**src/rtl/shared_counter_arb.sv**
```systemverilog
// Round-robin shared fetch-and-add counter: each grant returns the pre-increment value.
// Define SHARED_CNT_TRACE_EN to compile simulation-only grant/wrap logging.
module shared_counter_arb #(
    parameter int unsigned      NUM_CH  = 4,
    parameter int unsigned      WIDTH   = 32,
    parameter int unsigned      STEP    = 1,
    parameter logic [WIDTH-1:0] RST_VAL = '0
) (
    input  logic              clk,
    input  logic              rst_n,
    input  logic [NUM_CH-1:0] req,
    output logic [NUM_CH-1:0] gnt,
    output logic [WIDTH-1:0]  gnt_val,
    input  logic              clr,
    input  logic              load,
    input  logic [WIDTH-1:0]  load_val,
    output logic [WIDTH-1:0]  cnt,
    output logic              ovf
);

    localparam int unsigned      PW     = (NUM_CH > 1) ? $clog2(NUM_CH) : 1;
    localparam logic [WIDTH-1:0] STEP_W = WIDTH'(STEP);

    logic [PW-1:0]     ptr_q, ptr_d;
    logic [NUM_CH-1:0] gnt_q, gnt_d;
    logic [WIDTH-1:0]  gnt_val_q, gnt_val_d;
    logic [WIDTH-1:0]  cnt_q, cnt_d;
    logic              ovf_q, ovf_d;

    logic              win_vld;
    logic [PW-1:0]     win_idx;
    logic [PW:0]       scan;
    logic [WIDTH:0]    sum;
    logic              grant_ok;

    // Scan req starting at ptr_q, wrapping; the first set bit wins.
    always_comb begin
        win_vld = 1'b0;
        win_idx = '0;
        scan    = '0;
        for (int i = 0; i < NUM_CH; i++) begin
            scan = {1'b0, ptr_q} + (PW+1)'(i);
            if (scan >= (PW+1)'(NUM_CH))
                scan = scan - (PW+1)'(NUM_CH);
            if (!win_vld && req[scan[PW-1:0]]) begin
                win_vld = 1'b1;
                win_idx = scan[PW-1:0];
            end
        end
    end

    assign sum      = {1'b0, cnt_q} + {1'b0, STEP_W};
    assign grant_ok = win_vld && !clr && !load;

    always_comb begin
        ptr_d     = ptr_q;
        gnt_d     = '0;
        gnt_val_d = gnt_val_q;
        cnt_d     = cnt_q;
        ovf_d     = ovf_q;
        if (clr) begin
            cnt_d = RST_VAL;
            ovf_d = 1'b0;
        end else if (load) begin
            cnt_d = load_val;
        end else if (grant_ok) begin
            gnt_d     = NUM_CH'(1) << win_idx;
            gnt_val_d = cnt_q;
            cnt_d     = sum[WIDTH-1:0];
            ovf_d     = ovf_q | sum[WIDTH];
            // With NUM_CH=1 the compare is always true, pinning ptr at 0.
            ptr_d     = (win_idx == PW'(NUM_CH-1)) ? '0 : PW'(win_idx + 1'b1);
        end
    end

    always_ff @(posedge clk or negedge rst_n) begin
        if (!rst_n) begin
            ptr_q     <= '0;
            gnt_q     <= '0;
            gnt_val_q <= '0;
            cnt_q     <= RST_VAL;
            ovf_q     <= 1'b0;
        end else begin
            ptr_q     <= ptr_d;
            gnt_q     <= gnt_d;
            gnt_val_q <= gnt_val_d;
            cnt_q     <= cnt_d;
            ovf_q     <= ovf_d;
        end
    end

    assign gnt     = gnt_q;
    assign gnt_val = gnt_val_q;
    assign cnt     = cnt_q;
    assign ovf     = ovf_q;

`ifdef SHARED_CNT_TRACE_EN
    always_ff @(posedge clk) begin
        if (rst_n) begin
            for (int i = 0; i < NUM_CH; i++)
                if (gnt_q[i]) $display("%m: ch %0d got %0d", i, gnt_val_q);
            if (ovf_d && !ovf_q) $display("%m: counter wrapped");
        end
    end
`endif

endmodule

```
**config.mk**
```make
export PLATFORM = sky130hd
export DESIGN_NAME = shared_counter_arb
export DESIGN_NICKNAME = d
export VERILOG_FILES = /design/src/rtl/shared_counter_arb.sv
export SDC_FILE = /design/constraint.sdc
export NUM_CORES = 1
export LEC_CHECK = 0
export CORE_MARGIN = 2
export CORE_UTILIZATION = 30
export CTS_BUF_LIST = sky130_fd_sc_hd__clkbuf_8
export CTS_CLUSTER_DIAMETER = 60
export DETAILED_ROUTE_END_ITERATION = 8
export GPL_ROUTABILITY_DRIVEN = 0
export SYNTH_ARGS = -nofsm -noshare
export SYNTH_HDL_FRONTEND = slang
export SYNTH_SLANG_ARGS = --single-unit
```
**constraint.sdc**
```tcl
create_clock -name clk -period 2.47 [get_ports clk]
set_input_delay 0.247 -clock clk [delete_from_list [all_inputs] [get_ports clk]]
set_output_delay 0.247 -clock clk [all_outputs]
set_load 0.05 [all_outputs]
```
* After elaboration in Yosys (flattened, before gate mapping)
Cells that the tools add are included.
** Cells by class
- $add $sub $neg :: 9
- Magnitude comparators :: 8
- Equality and inequality tests :: 2
- Shift-type cells :: 1
- Mux-type cells :: 30
- Bitwise operators :: 3
- Reductions and logical operators :: 14
** Operators by type and width (number)
- $mux 32 :: 3
- $add 32x1->33 const B :: 1
- $mux 2 :: 9
- $lt 2x3->1 const B :: 4
- $mux 4 :: 3
- $mux 1 :: 11
- $ge 3x3->1 const B :: 3
- $bmux 1 s2 :: 4
- $sub 2x1->2 const B :: 4
- $add 2x2->3 const B :: 2
- $logic_and 1x1->1 :: 5
- $logic_not 1->1 :: 5
- $shl 1x2->4 const A :: 1
- $add 2x1->3 const B :: 1
- $ge 2x3->1 const B :: 1
- $reduce_and 3->1 :: 1
- $reduce_bool 3->1 :: 1
- $add 2x1->2 const B :: 1
- $eq 2x2->1 const B :: 1
- $ne 2x2->1 const B :: 1
- $not 1->1 :: 2
- $reduce_and 2->1 :: 1
- $reduce_bool 2->1 :: 1
- $or 1x1->1 :: 1
** Word-level totals
- Flip-flop bits (word level) :: 71
- Bits of input ports :: 40

* Logic depth before layout (Yosys ltp)
Gate-level depths: netlist of run 1.
- Depth in word-level cells :: 19
- Depth in mapped cells :: 7

* Worst setup path after synthesis of run 1
Ideal clock, no wire load.
- Path type :: register to register
- From :: reg cnt_q[0] (netlist: cnt[0])
- To :: reg cnt_q[24] (netlist: cnt[24])
- Library setup time :: 0.094 ns
- Data arrival time :: 2.169 ns
- Path slack :: 0.207 ns
- Stages on the path, launching flop included :: 8
- Buffers on the path :: 1
- Path through :: dfrtp_1 ha_1 and4_2 buf_2 nand2_1 or3_1 mux2_2 a211oi_1
** Between the ends
- Word-level cells in the longest chain between the ends :: 4
** RTL lines
- start: declaration :: RTL line 27 : logic [WIDTH-1:0] cnt_q, cnt_d;
- start signal: assignment :: RTL line 87 : cnt_q <= cnt_d;
- $add 32x1->33 :: RTL line 52 : assign sum = {1'b0, cnt_q} + {1'b0, STEP_W};
- $mux 32 :: RTL line 66 : end else if (grant_ok) begin
- $mux 32 :: RTL line 64 : end else if (load) begin
- $mux 32 :: RTL line 61 : if (clr) begin
Every way passes these cells. The select of a mux whose other input is x is not followed.
A chain may end at the register's enable or synchronous reset.

* Worst setup path after layout of run 1
- From :: reg cnt_q[15] (netlist: cnt[15])
- To :: reg cnt_q[24] (netlist: cnt[24])
Same word-level chain as after synthesis.

==> results of run 1 <==
-- synthesized netlist by cell type, types with 2 or more instances --
library cell  number
a221oi_1           4
nor3_1            13
xnor2_1            4
buf_2              2
ha_1               5
nor2b_1            3
a21o_1             5
a211oi_1           3
a22o_1             3
nor4_1             9
nand3_1            8
xor2_1            13
or3_1              4
nand2_1          124
nand4_1            2
o21ai_0            7
and3_1             9
or4_1              2
inv_1             18
a2111oi_0          3
dfrtp_1           71
buf_1              2
clkbuf_1          19
nand3_2            2
nor2_1            15
o21a_1            11
mux2_2             2
a21oi_1           29
or2_2              2
and4_1             2
o31ai_1            4
mux2i_1            5
a311oi_1           2
-- final cells by class --
type	count	area share, %
Inverter	18	1.30
Clock buffer	10	2.64
Timing Repair Buffer	137	24.8
Multi-Input combinational cell	307	33.1
Tap cell	147	3.53
Clock inverter	5	0.505
Sequential cell	71	34.1
-- path summary, 6_finish.rpt --
kind / startpoint / end / slack (ns)
max: cnt[15] / cnt[24] / 0.27
min: rst_n / cnt[4] / 0.02
max reg2reg: cnt[15] / cnt[24] / 0.27
min reg2reg: gnt_val[14] / gnt_val[14] / 0.48
max in group asynchronous: rst_n / gnt_val[3] / 1.82
min in group clk: load / cnt[15] / 0.36
-- per-layer routing --
metal  track usage [%]  part of all wire (%)
met4              5.61                   1.7
met3              4.39                   6.4
met2              29.1                    48
met1              24.0                    44
met5                 0                     0
-- cell usage in the layout (no fill, tap or decap), types with 3 or more instances in the layout --
cell type,synthesis,layout
a2111oi_0,3,3
a211oi_1,3,3
a21o_1,5,5
a21oi_1,29,29
a221oi_1,4,4
a22o_1,3,3
and3_1,9,9
buf_4,0,30
clkbuf_8,0,10
clkdlybuf4s50_1,0,106
clkinv_2,0,3
dfrtp_1,71,71
ha_1,5,5
inv_1,18,19
mux2i_1,5,5
nand2_1,124,124
nand3_1,8,8
nor2_1,15,15
nor2b_1,3,3
nor3_1,13,12
nor4_1,9,8
o21a_1,11,11
o21ai_0,7,7
o31ai_1,4,4
or3_1,4,4
xnor2_1,4,4
xor2_1,13,13
-- power by group through the flow --
stage | registers (mW) | clock network (mW) | logic, mW
final | 1.34 | 0.839 | 0.855
after global routing | 1.35 | 0.915 | 0.916
after CTS | 1.34 | 0.858 | 0.862
after detailed placement | 1.36 | 0 | 0.860
after global placement | 1.36 | 0 | 0.847
after floorplan | 1.65 | 0 | 0.210
-- cell families (layout without fill, tap and decap cells) --
logic type / Yosys count / count (layout)
AND/OR/NAND/NOR: 202 / 202
AO/OA/AOI/OAI: 76 / 76
flip-flops: 71 / 71
buffers and inverters: 41 / 170
XOR/XNOR: 17 / 17
multiplexers: 7 / 7
adder cells (fa/ha/maj): 5 / 5
-- worst reg2reg max path, cell delays in order (launching register included) --
cell and delay (ns):
dfrtp_1 0.43, and3_1 0.31, nand4_2 0.32, or3_1 0.54
mux2_2 0.29, a211oi_1 0.23
-- state kept, by name (all words and copies together) (netlist names) --
| register | flops |
|---|---|
| ptr_q | 2 |
| ovf | 1 |
| gnt_val | 32 |
| gnt | 4 |
| cnt | 32 |
-- per-stage QoR --
step / instances / utilization [%]
CTS: 695 / 43.7
global route: 695 / 43.7
finish: 695 / 43.7
floorplan: 419 / -
global placement: 680 / 42.3
detailed placement: 680 / 42.3
==> impl_metrics.ini, run 1 <==
[clocking]
cts.sinks = 71
max-clock-path-buffers = 2
hold_buffers = 0
post-cts-setup-buffers = 0
clkLatencyLatePin_ns = 0.35
cts_htree_levels = 3
cts_tree = built
clk_pin_slew_worst_paths_ns = 0.08
cts-root-buf = clkbuf_8
post_cts_resized = 0
numCtsBuffers = 9

[layout]
layout-drive-gt1-share_pct = 10.6
multi_input_area_sq_um = 1720
regArea_sq_um = 1780
nFillCells = 1215
areaGrowthSynthToFinish_pct = 42.8
diodes = 0
final_area_sq_um = 5210
nNetsFinal = 589

[timing]
worst_pin_slew_ns = 0.936
worst_slack_ns = 0.272
fin_tns_setup_ns = 0
setup-violations-final = 0
fmax_mhz = 455
relSlewSlack_pct = 37.6
rsz0062_at_grt = false
holdWs_ns = 0.0172
fin_crit_sh_pct = 89.0
hold_violations = 0
skew_ns = 0.00528
finalCriticalPeriod_ns = 2.20
slew_viol_final = 0

[placement]
dp.final_hpwl_um = 8090
place_area_sq_um = 5040
portBuffers = 108
pre_cts_ws_ns = 0.145

[logic_synthesis]
synth_top_area_share_pct = 48.7
synth-xor-area-share_pct = 4.09
synth_adder_area_share_pct = 1.72
avgSynthCellArea_sq_um = 8.70
synth-edff-count = 0
ys_top_cells_by_area = dfrtp_1 (49%), nand2_1 (13%), a21oi_1 (4.0%), xor2_1 (3.1%), o21a_1 (2.3%)
ys_warn_count = 0
synth_area_sq_um = 3640
ys_ff_latch = 71
synth-simple-area-share_pct = 25.4
syn-num-nets = 464
synth_top_cell_by_area = dfrtp_1
synth_top_family_by_area = simple AND/OR/NAND/NOR gates
synth_compound_area_share_pct = 13.8
synth-async-reset-ratio_pct = 100
ys_seq_area_share_pct = 48.7
muxShareOfSynthArea_pct = 1.99
ys.flop_type = dfrtp_1
ys_types = 45
postSynthCellCount = 419

[worst_setup_path]
slowest_delay_ns = 0.54
crit_required_ns = 2.73
crit_family = simple AND/OR/NAND/NOR gates
rr_worst_depth = 5
cp_slowest_cell = or3_1
crit_arrival_ns = 2.46
crit_buf_inv = 0
crit_chain = and3_1 > nand4_2 > or3_1 > mux2_2 > a211oi_1
worstSetupEndpointType = flop
cp-start-kind = flop
crit_fanout = 10
critPathKind = flop to flop
cp.depth = 5

[routing]
drc = 0
drt-initial-drc-count = 244
viasPerCell = 5.05
wl_per_cell_um = 16.4
vias = 3508
dr.pass1.iters = 5
drtAntennaViolNets = 0
wl_um = 11400

[pwr]
intPower_mw = 1.94
combPwrFrac_pct = 28.2
seq_power_share_pct = 44.1
p_leak_nw = 2.41
p_per_area_nw_per_um2 = 582
p_sw_share_pct = 35.9
pwr-share-clk_pct = 27.7
peakVddDrop_v = 0.000242
power_switching_mw = 1.09
power.total_mw = 3.03

[global_route]
grt-ovfl-total = 0
grt_antenna_before_repair = 0
grt_pass1_wl_um = 18300
grt_start_max_net_pins = 72
grt_pass1_vias = 3468
track_usage_pct = 18.0

[status]
status = finished, final reports clean

[hold_path]
hold_path.class = input pin to async pin

[floorplanning]
die_area_sq_um = 13000
start_util_pct = 30.6
coreArea_sq_um = 11900
io_pins = 109
rows = 40
die_y_um = 114
die_x_um = 114

[flow_run]
maxCapViolCount = 0
Power figures use the tool's default switching activity.
==> run 2: changes to the inputs <==
--- a/config.mk
+++ b/config.mk
@@ -9,6 +9,7 @@
 export CORE_UTILIZATION = 30
 export CTS_BUF_LIST = sky130_fd_sc_hd__clkbuf_8
 export CTS_CLUSTER_DIAMETER = 60
+export CTS_CLUSTER_SIZE = 8
 export DETAILED_ROUTE_END_ITERATION = 8
 export GPL_ROUTABILITY_DRIVEN = 0
 export SYNTH_ARGS = -nofsm -noshare
==> results of run 2 <==
The final DEF is identical to that of run 1; final timing and power are the same.
==> run 3: changes to the inputs <==
--- a/config.mk
+++ b/config.mk
@@ -12,6 +12,7 @@
 export CTS_CLUSTER_SIZE = 8
 export DETAILED_ROUTE_END_ITERATION = 8
 export GPL_ROUTABILITY_DRIVEN = 0
+export SETUP_SLACK_MARGIN = 0.2
 export SYNTH_ARGS = -nofsm -noshare
 export SYNTH_HDL_FRONTEND = slang
 export SYNTH_SLANG_ARGS = --single-unit
==> run 3 against run 2 <==
  * Global-route usage stayed put
  * Combinational power about the same
  * Sequential power barely moved
  * First-iteration DRC count fell by 10%
  * Maximum frequency increased by 4.2%
  * Routed wire length is 0.34% lower
  * Count of clock-buffer cells in the layout is the same
  * Design area grew 0.17%
==> impl_metrics.ini, run 3 (synthesized netlist as in run 1, its figures left out) <==
[global_route]
grt-ovfl-total = 0
grt_pass1_wl_um = 18300
track_usage_pct = 18.0
grt_pass1_vias = 3468
met3_usage_pct = 4.39
busiest_layer = met2
grt_use_met2_pct = 29.1
grt_antenna_before_repair = 0
grtUsageMet1_pct = 24.0
grt_start_max_net_pins = 72

[worst_setup_path]
r2r_start = cnt[15]
crit_required_ns = 2.73
cp-start-kind = flop
critPathKind = flop to flop
worstSetupEndpointType = flop
crit_arrival_ns = 2.36
crit_path_start = cnt[15]
crit_fanout = 10
r2r_end = cnt[24]
rrSetupSlack_ns = 0.36
rr_worst_depth = 5

[floorplanning]
io_pins = 109
rows = 40
die_x_um = 114
start_util_pct = 30.6
coreArea_sq_um = 11900
die_y_um = 114
die_area_sq_um = 13000

[routing]
dr.pass1.iters = 4
wl_um = 11400
drtAntennaViolNets = 0
wl_per_cell_um = 16.3
drc = 0
viasPerCell = 5.01
drt-initial-drc-count = 219
vias = 3482

[clocking]
hold_buffers = 0
max-clock-path-buffers = 2
clkLatencyLatePin_ns = 0.35
post-cts-setup-buffers = 0
clk_pin_slew_worst_paths_ns = 0.08
cts-root-buf = clkbuf_8
cts.sinks = 71
numCtsBuffers = 9
cts_tree = built
cts_htree_levels = 3

[hold_path]
hold_path.class = input pin to async pin

[flow_run]
maxCapViolCount = 0

[layout]
fin_cells = 695
nNetsFinal = 589
layout-drive-gt1-share_pct = 10.6
diodes = 0
layout_common_cells = nand2_1 (124), clkdlybuf4s50_1 (106), dfrtp_1 (71)
utilization_pct = 43.8
layout_commonest_cell = nand2_1
areaGrowthSynthToFinish_pct = 43.1

[timing]
relSlewSlack_pct = 37.2
hold_violations = 0
fin_tns_setup_ns = 0
slew_viol_final = 0
fin_crit_sh_pct = 85.4
skew_ns = 0.00635
finalCriticalPeriod_ns = 2.11
rsz0062_at_grt = false
setup-violations-final = 0
worst_pin_slew_ns = 0.942
fmax_mhz = 474

[status]
status = finished, final reports clean

[pwr]
p_per_area_nw_per_um2 = 579
p_leak_nw = 2.41
peakVddDrop_v = 0.000242

[placement]
placed_cells = 680
portBuffers = 108
dp.final_hpwl_um = 8090
[run 3: cell counts in the layout (fill, tap and decap cells not counted)]
No cell type changed its count.
[run 3: power breakdown]
| part | switching (mW) | internal [mW] |
|---|---|---|
| combinational | 0.543 | 0.312 |
| sequential | 0.0827 | 1.25 |
| clock | 0.450 | 0.378 |
[run 3: worst max-delay path, cell delays in order (launching register included)]
cell and delay [ns]:
dfrtp_1 0.43, and3_1 0.34, nand4_4 0.23, or3_1 0.50, mux2_2 0.29, a211oi_1 0.23
[run 3: repair_timing]
| action | CTS | global route |
|---|---|---|
| resized for setup | 0 | 1 |
| setup endpoints to repair | 0 | 3 |
| endpoints found under the hold margin | 0 | 0 |
[run 3: layout make-up]
type / count / area, sq um
clock inverters: 5 / 26.3
well taps: 147 / 184
inverters: 18 / 67.6
clock buffers: 10 / 138
repair buffers: 137 / 1290
fillers: 1215 / 6700
multi-input cells: 307 / 1730
flip-flops and latches: 71 / 1780
[run 3: metal layers]
metal	wire [um]	share of wire [%]	vias up
met5	0	0	-
met4	172	1.5	0
met3	778	6.8	15
met2	5490	48	124
met1	4920	43	1662
li1	-	-	1681
[run 3: worst max path at each step]
stage / slack (ns) / to
floorplan: 0.21 / cnt[24]
global placement: 0.15 / cnt[29]
detailed placement: 0.14 / cnt[13]
CTS: 0.27 / cnt[24]
global route: 0.26 / cnt[24]
finish: 0.36 / cnt[24]
[run 3: per-stage QoR]
step	area (sq um)	setup slack [ns]	power, mW	hold WS [ns]
6_report	5220	0.361	3.02	0.0197
3_3_place_gp	5040	0.152	2.20	0.443
4_1_cts	5210	0.265	3.06	0.0681
5_1_grt	5220	0.264	3.18	0.100
2_1_floorplan	3640	0.207	1.85	-0.0486
3_5_place_dp	5040	0.145	2.22	0.451
